[config.mk]
export PLATFORM = sky130hd
export DESIGN_NAME = blob_bbox_tracker
export DESIGN_NICKNAME = d
export VERILOG_FILES = /design/src/rtl/blob_pkg.sv /design/src/rtl/rgb_to_gray.sv /design/src/rtl/blob_bbox_tracker.sv
export SDC_FILE = /design/constraint.sdc
export NUM_CORES = 1
export LEC_CHECK = 0
export CAP_MARGIN = 40
export CORE_UTILIZATION = 55
export DETAILED_ROUTE_END_ITERATION = 10
export GPL_ROUTABILITY_DRIVEN = 0
export PLACE_DENSITY = 0.76
export SYNTH_ARGS = -nofsm -noshare
export SYNTH_HDL_FRONTEND = slang
export SYNTH_SLANG_ARGS = --single-unit
[constraint.sdc]
create_clock -name i_clk -period 4.75 [get_ports i_clk]
set_input_delay 0.7125 -clock i_clk [delete_from_list [all_inputs] [get_ports i_clk]]
set_output_delay 0.7125 -clock i_clk [all_outputs]
set_load 0.01 [all_outputs]
[src/rtl/blob_pkg.sv]
// Shared types and constants for the blob bounding-box tracker.
package blob_pkg;
  localparam int RGB_W      = 10;
  localparam int GRAY_W     = 8;
  localparam int COORD_W    = 10;
  localparam int CNT_W      = 19;
  localparam int K_R        = 77;
  localparam int K_G        = 150;
  localparam int K_B        = 29;
  localparam int GRAY_SHIFT = 10;

  typedef enum logic [1:0] {S_IDLE, S_ARM, S_SCAN, S_DONE} state_e;

  typedef struct packed {
    logic [COORD_W-1:0] x_min;
    logic [COORD_W-1:0] x_max;
    logic [COORD_W-1:0] y_min;
    logic [COORD_W-1:0] y_max;
    logic [CNT_W-1:0]   cnt;
  } acc_t;

  localparam acc_t ACC_CLR = '{x_min: {COORD_W{1'b1}}, x_max: '0,
                               y_min: {COORD_W{1'b1}}, y_max: '0, cnt: '0};

  function automatic logic [CNT_W-1:0] sat_inc(input logic [CNT_W-1:0] v);
    return (&v) ? v : v + 1'b1;
  endfunction
endpackage

[src/rtl/rgb_to_gray.sv]
// Two-stage RGB->gray: stage 1 registers the weighted products, stage 2 the scaled sum.
module rgb_to_gray import blob_pkg::*; (
  input  logic              i_clk,
  input  logic              i_rst_n,
  input  logic              i_valid,
  input  logic [RGB_W-1:0]  i_r,
  input  logic [RGB_W-1:0]  i_g,
  input  logic [RGB_W-1:0]  i_b,
  output logic [GRAY_W-1:0] o_gray,
  output logic              o_valid
);
  localparam int STAGES = 2;
  localparam int PROD_W = 18;  // 256*1023 fits, so the sum never overflows

  logic [STAGES:1]   vld_pipe_q;
  logic [PROD_W-1:0] pr_q, pg_q, pb_q;
  logic [PROD_W-1:0] sum;

  assign sum = pr_q + pg_q + pb_q;

  always_ff @(posedge i_clk) begin
    if (!i_rst_n) begin
      vld_pipe_q <= '0;
      pr_q       <= '0;
      pg_q       <= '0;
      pb_q       <= '0;
      o_gray     <= '0;
    end else begin
      vld_pipe_q <= {vld_pipe_q[STAGES-1:1], i_valid};
      pr_q       <= PROD_W'(i_r) * PROD_W'(K_R);
      pg_q       <= PROD_W'(i_g) * PROD_W'(K_G);
      pb_q       <= PROD_W'(i_b) * PROD_W'(K_B);
      o_gray     <= GRAY_W'(sum >> GRAY_SHIFT);
    end
  end

  assign o_valid = vld_pipe_q[STAGES];
endmodule

[src/rtl/blob_bbox_tracker.sv]
// Thresholds the gray stream and tracks the bright-pixel bounding box per frame.
// Optional BLOB_SHORT_FRAME_CHECK_EN: a frame start mid-scan aborts and restarts the scan.
module blob_bbox_tracker import blob_pkg::*; #(
  parameter int H_ACTIVE  = 640,
  parameter int V_ACTIVE  = 480,
  parameter int THRESH    = 200,
  parameter int MIN_COUNT = 16
) (
  input  logic               i_clk,
  input  logic               i_rst_n,
  input  logic               i_start,
  input  logic               i_frame_start,
  input  logic               i_valid,
  input  logic [RGB_W-1:0]   i_r,
  input  logic [RGB_W-1:0]   i_g,
  input  logic [RGB_W-1:0]   i_b,
  output logic [GRAY_W-1:0]  o_gray,
  output logic               o_gray_valid,
  output logic [COORD_W-1:0] o_x_min,
  output logic [COORD_W-1:0] o_x_max,
  output logic [COORD_W-1:0] o_y_min,
  output logic [COORD_W-1:0] o_y_max,
  output logic               o_bbox_valid,
  output logic [CNT_W-1:0]   o_pix_count,
  output logic               o_blob_end,
  output logic               o_frame_err
);
  localparam logic [COORD_W-1:0] X_LAST = COORD_W'(H_ACTIVE - 1);
  localparam logic [COORD_W-1:0] Y_LAST = COORD_W'(V_ACTIVE - 1);

  state_e                    state_q;
  logic [COORD_W-1:0]        x_q, y_q;
  logic                      tail_q;
  logic [2:1]                sc_q, last_q;
  logic [2:1][COORD_W-1:0]   xp_q, yp_q;
  acc_t                      acc_q, acc_d, res_q;
  logic                      bbox_vld_q, blob_end_q;
  logic                      abort, restart, take, px_last, hit, fin;
  logic [COORD_W-1:0]        px_x, px_y;

  rgb_to_gray u_gray (
    .i_clk   (i_clk),
    .i_rst_n (i_rst_n),
    .i_valid (i_valid),
    .i_r     (i_r),
    .i_g     (i_g),
    .i_b     (i_b),
    .o_gray  (o_gray),
    .o_valid (o_gray_valid)
  );

`ifdef BLOB_SHORT_FRAME_CHECK_EN
  assign abort = (state_q == S_SCAN) && i_frame_start && !tail_q;
`else
  assign abort = 1'b0;
`endif

  // tail_q: last pixel already taken; further input pixels belong to no frame
  assign restart = ((state_q == S_ARM) && i_frame_start) || abort;
  assign take    = i_valid && (restart || ((state_q == S_SCAN) && !tail_q));
  assign px_x    = restart ? '0 : x_q;
  assign px_y    = restart ? '0 : y_q;
  assign px_last = (px_x == X_LAST) && (px_y == Y_LAST);
  assign hit     = sc_q[2] && (o_gray >= GRAY_W'(THRESH));
  assign fin     = sc_q[2] && last_q[2];

  // Includes the pixel now leaving the gray pipe, so DONE sees the final pixel
  always_comb begin
    acc_d = acc_q;
    if (hit) begin
      if (xp_q[2] < acc_q.x_min) acc_d.x_min = xp_q[2];
      if (xp_q[2] > acc_q.x_max) acc_d.x_max = xp_q[2];
      if (yp_q[2] < acc_q.y_min) acc_d.y_min = yp_q[2];
      if (yp_q[2] > acc_q.y_max) acc_d.y_max = yp_q[2];
      acc_d.cnt = sat_inc(acc_q.cnt);
    end
  end

  always_ff @(posedge i_clk) begin
    if (!i_rst_n) begin
      state_q    <= S_IDLE;
      x_q        <= '0;
      y_q        <= '0;
      tail_q     <= 1'b0;
      sc_q       <= '0;
      last_q     <= '0;
      xp_q       <= '0;
      yp_q       <= '0;
      acc_q      <= ACC_CLR;
      res_q      <= '0;
      bbox_vld_q <= 1'b0;
      blob_end_q <= 1'b0;
    end else begin
      // an abort drops the old frame's pixel still in flight
      sc_q       <= {sc_q[1] && !abort, take};
      last_q     <= {last_q[1], take && px_last};
      xp_q       <= {xp_q[1], px_x};
      yp_q       <= {yp_q[1], px_y};
      blob_end_q <= 1'b0;
      if (restart) begin
        x_q    <= '0;
        y_q    <= '0;
        tail_q <= 1'b0;
      end
      if (take) begin
        x_q <= (px_x == X_LAST) ? '0 : px_x + 1'b1;
        y_q <= (px_x == X_LAST) ? px_y + 1'b1 : px_y;
        if (px_last) tail_q <= 1'b1;
      end
      acc_q <= restart ? ACC_CLR : acc_d;
      case (state_q)
        S_IDLE: if (i_start) state_q <= S_ARM;
        S_ARM:  if (i_frame_start) state_q <= S_SCAN;
        S_SCAN: if (fin) begin
          state_q    <= S_DONE;
          blob_end_q <= 1'b1;
          bbox_vld_q <= (acc_d.cnt >= CNT_W'(MIN_COUNT));
          res_q      <= '0;
          res_q.cnt  <= acc_d.cnt;
          if (acc_d.cnt >= CNT_W'(MIN_COUNT)) res_q <= acc_d;
        end
        S_DONE:  state_q <= i_start ? S_ARM : S_IDLE;
        default: state_q <= S_IDLE;
      endcase
    end
  end

`ifdef BLOB_SHORT_FRAME_CHECK_EN
  logic err_q;
  always_ff @(posedge i_clk) begin
    if (!i_rst_n)   err_q <= 1'b0;
    else if (abort) err_q <= 1'b1;
  end
  assign o_frame_err = err_q;
`else
  assign o_frame_err = 1'b0;
`endif

  assign o_x_min      = res_q.x_min;
  assign o_x_max      = res_q.x_max;
  assign o_y_min      = res_q.y_min;
  assign o_y_max      = res_q.y_max;
  assign o_pix_count  = res_q.cnt;
  assign o_bbox_valid = bbox_vld_q;
  assign o_blob_end   = blob_end_q;
endmodule

# [Word-level counts from Yosys, hierarchy flattened]
# Index checks and enable logic that the tools add are counted.
[op_classes] addsub=5 n_mul=3 order_cmp=6 eq_ne=8 mux=22 bitwise=1 reduce_logical=15
[ops] op="$mux 59" n=2
[ops] op="$mux 10" n=10
[ops] op="$add 18x18->18" n=2
[ops] op="$mul 10x7->17 const B" n=2
[ops] op="$add 10x1->10 const B" n=2
[ops] op="$gt 10x10->1" n=2
[ops] op="$lt 10x10->1" n=2
[ops] op="$add 19x1->19 const B" n=1
[ops] op="$ge 19x5->1 const B" n=1
[ops] op="$mux 19" n=1
[ops] op="$reduce_and 19->1" n=1
[ops] op="$mul 10x5->15 const B" n=1
[ops] op="$eq 10x10->1 const B" n=1
[ops] op="$eq 10x9->1 const B" n=1
[ops] op="$ge 8x8->1 const B" n=1
[ops] op="$pmux 2 s4" n=1
[ops] op="$logic_and 1x1->1" n=7
[ops] op="$mux 2" n=3
[ops] op="$ne 2x2->1 const B" n=3
[ops] op="$mux 1" n=5
[ops] op="$eq 2x2->1 const B" n=2
[ops] op="$reduce_and 2->1" n=2
[ops] op="$reduce_and 3->1" n=1
[ops] op="$eq 2x1->1 const B" n=1
[ops] op="other kinds (5)" n=5
[totals] ff_bits=251 input_bits=35 output_inout_bits=71 wordCells=90

# [Logic depth before layout (Yosys ltp)]
[depth] word_depth=7 depth_mapped=14 depth_no_buf=14

# [Modules after synthesis]
# From an unflattened synthesis, not the netlist that was laid out.
[hier_totals] hier_cells=1539 area_unflattened_um2=14455.1
[by_module_without_submodules] module="blob_bbox_tracker" n_inst=1 cells_each=911 area_per_inst_um2=8410.6 seq_area_each_um2=3743.6
[by_module_without_submodules] module="rgb_to_gray" n_inst=1 cells_each=628 area_per_inst_um2=6044.5 seq_area_each_um2=1181.1

# [Least setup slack after synthesis]
# OpenSTA, ideal clock, no wires.
[synth_timing] path_type="input port to flip-flop" from="input port i_r[4]" to="register u_gray.pr_q[14]" setup_time_ps=72 arrival_time_ps=3978 required_time_ps=4678 path_slack_ps=700 path_stages=12 n_path_buf=0 path_cell_list="ha_1 -> ha_1 -> inv_1 -> fa_1 -> inv_1 -> fa_1 -> ha_1 -> a2111oi_0 -> nor3_1 -> or2_2 -> o41ai_1 -> mux2i_1"
[synth_between] elab_chain_cells=1
[synth_rtl] element="from (decl)" line_no="blob_bbox_tracker.sv:14" text="input logic [RGB_W-1:0] i_r,"
[synth_rtl] element="$mul 10x7->17" line_no="rgb_to_gray.sv:30" text="pr_q <= PROD_W'(i_r) * PROD_W'(K_R);"
[synth_rtl] element="to (signal assigned)" line_no="rgb_to_gray.sv:30"
[synth_rtl] element="to (decl)" line_no="rgb_to_gray.sv:16" text="logic [PROD_W-1:0] pr_q, pg_q, pb_q;"
# No other way between the ends.
# A chain may end at the register's enable or synchronous reset.

# [Final worst setup path]
[layout_timing] from="input port i_r[5]" to="register u_gray.pr_q[14]"
# The elaborated chain is that of the path after synthesis.

==> impl_metrics.ini <==
[outcome]
outcome = complete, no violations

[die]
core-area_sq_um = 24390
dieArea_sq_um = 25640
die_height_um = 160.1
row_count = 57
num_io_pins = 106
die_w_um = 160.1
initial_core_util_pct = 56.39

[setup_path]
endpoint_kind = flop
crit_fanout = 5
cpMostUsedCell = ha_1
critical_path.startpoint = i_r[5]
path_cells = clkdlybuf4s50_1, ha_1, ha_1, inv_1, fa_1, inv_1, fa_1, ha_1, a2111oi_0, nor3_1, or2_2, o41ai_1, mux2i_1
critPathSlowestCell = clkdlybuf4s50_1
r2r-start = u_gray.pb_q[2]
reg2regPathDepth = 9
required_ps = 5200
max_stage_delay_ps = 560
reg2reg_slack_ps = 1340
start_kind = input pin
rr_endpoint = u_gray.o_gray[7]
critPathKind = input pin to flop
critical_path_arrival_ps = 4810

[timing]
worst_slew_pin_slew_ps = 835.4
period_needed_ps = 4361
max_freq_ghz = 0.2293
setup_violations = 0
fin_crit_sh_pct = 91.80
fin_tns_setup_ps = 0
whs_ps = 405.9
setup_slack_ps = 389.4
fin_worst_skew_ps = 31.89
rsz0062_at_grt = no
slew_violations = 0
hold_violations = 0
slew_headroom_pct = 43.60

[min_path]
hold_end = xp_q[16]
hold_path_depth = 1
hold_path_class = flop to flop
worstHoldStart = xp_q[6]

[drt]
dr_total_vias = 10050
drc = 0
drt_iter0_drc = 502
drtAntennaViolNets = 0
postRouteWirelength_um = 27830
firstDrtPassIters = 5
post_drt_wl_per_cell_um = 14.82
vias_per_cell = 5.350

[placement]
io_buffer_count = 104
dp_cells = 1830
place_area_sq_um = 15150
dp_hpwl_um = 21140
pre_cts_ws_ps = -114.3

[yosys]
avgSynthCellArea_sq_um = 9.625
netlist_instances = 1429
synth_top_area_share_pct = 35.80
async_flop_share_pct = 0
syn-num-nets = 1692
synth_seq_cells = 246
synth_seq_area_share_pct = 35.80
netlist_area_sq_um = 13750
synth_cell_types = 63
ys.warnings.count = 0
synth_edf_count = 0
ys_top_cells_by_area = dfxtp_1, ha_1, fa_1, nor2_1, inv_1
yosys.area.top_type = dfxtp_1
synth_ff_type = dfxtp_1

[clock_network]
clk_latency_ps = 550
cts_tree = yes
htreeDepth = 1
cts_hold_buf = 0
cts.repair.resized = 0
cts_buffers = 26
clockBufferDepth = 3
post_cts_buffers = 0
clk_pin_slew_ps = 60
ctsRootBufferMaster = clkbuf_16
clock_sinks = 246

[layout]
area_growth_pct = 17.31
fin_cells = 1878
stdcell_area_sq_um = 16140
mostFrequentLayoutCells = dfxtp_1, ha_1, nor2_1
diodes = 0
final_common_cell = dfxtp_1
drive_gt1_share_pct = 8.623
fin_nets = 1797

[pwr]
power_frac_seq_pct = 35.3
power.share.clock_pct = 34.4
p_sw_share_pct = 31.25
p_switching_mw = 2.064
power.density_nw_per_um2 = 409.2
ir_worst_vdd_mv = 0.2958
p_int_mw = 4.539
leakage_nw = 7.199
power_frac_comb_pct = 30.3

[flow_run]
max-cap-violations = 0

[global_route]
grt_pass1_wl_um = 47820
grt_usage_pct = 22.32
grt_overflow = 0
antenna_found_initial = 1
grt_max_degree = 48
grt_pass1_vias = 10040
==> cells in the mapped netlist (34+ instances only) <==
| cell type | instances |
|---|---|
| inv_1 | 133 |
| mux2i_1 | 48 |
| clkbuf_1 | 37 |
| and2_1 | 51 |
| a21oi_1 | 40 |
| nor2_1 | 138 |
| o21ai_0 | 37 |
| ha_1 | 176 |
| o31ai_2 | 39 |
| nand2_1 | 106 |
| fa_1 | 52 |
| dfxtp_1 | 246 |
| nor3_1 | 34 |
==> cell type report <==
cell class | count | area (sq um)
clock buffer | 33 | 726.9
clock inverter | 15 | 254.0
fill | 1931 | 8255
inverter | 133 | 499.2
multi-input combinational | 1000 | 8117
sequential | 246 | 4925
tap | 324 | 405.4
timing repair buffer | 127 | 1209
==> stage by stage <==
| stage | power, mW | util, % |
|---|---|---|
| after global routing | 7.026 | 66.15 |
| after global placement | 4.293 | 62.13 |
| after CTS | 6.645 | 66.15 |
| after floorplan | 3.833 | - |
| final | 6.603 | 66.15 |
| after detailed placement | 4.368 | 62.13 |
==> worst max path at each step <==
stage                           end  slack, ps  cells past startpoint
floorplan           u_gray.pr_q[14]        700                     12
global placement    u_gray.pr_q[16]         -4                     13
detailed placement  u_gray.pr_q[15]       -110                     13
CTS                 u_gray.pr_q[15]        400                     13
global route        u_gray.pr_q[15]        170                     13
finish              u_gray.pr_q[14]        390                     13
==> metal layers <==
layer / routed length (um) / GRT usage (%) / vias up
met5: 0 / 0 / -
met4: 759 / 6.623 / 0
met3: 993 / 2.987 / 55
met2: 13150 / 38.18 / 213
met1: 12930 / 29.29 / 4685
li1: - / - / 5094
==> power by group through the flow <==
stage / Combinational [mW] / Sequential (mW) / Clock [mW]
floorplan: 1.48 / 2.36 / 0
global placement: 1.91 / 2.38 / 0
detailed placement: 1.99 / 2.38 / 0
CTS: 2.01 / 2.34 / 2.30
global route: 2.29 / 2.35 / 2.39
finish: 2.00 / 2.33 / 2.27
==> critical path, delay by kind of cell <==
kind	cells	cell delay (ps)
and+or+nand+nor	2	480
muxes	1	230
buffers and inverters	3	660
adders and majority gates	5	1770
AOI/OAI and AO/OA	2	950
==> state kept, by name, indices dropped and copies added (netlist names), 15 cells and up <==
| register | flops |
|---|---|
| acc_q | 59 |
| xp_q | 20 |
| yp_q | 20 |
| o_pix_count | 19 |
| u_gray.pg_q | 17 |
| u_gray.pr_q | 17 |
| u_gray.pb_q | 15 |
==> logic make-up after synthesis <==
family | share of synthesized area [%]
xor gates and xnor gates | 3.693
DFF | 35.80
and+or+nand+nor | 16.60
AOI/OAI and AO/OA | 11.52
buffers and inverters | 5.285
other | 0.02726
muxes | 3.493
adders and majority gates | 23.58
Note: power is estimated with default switching activity, not from simulation.
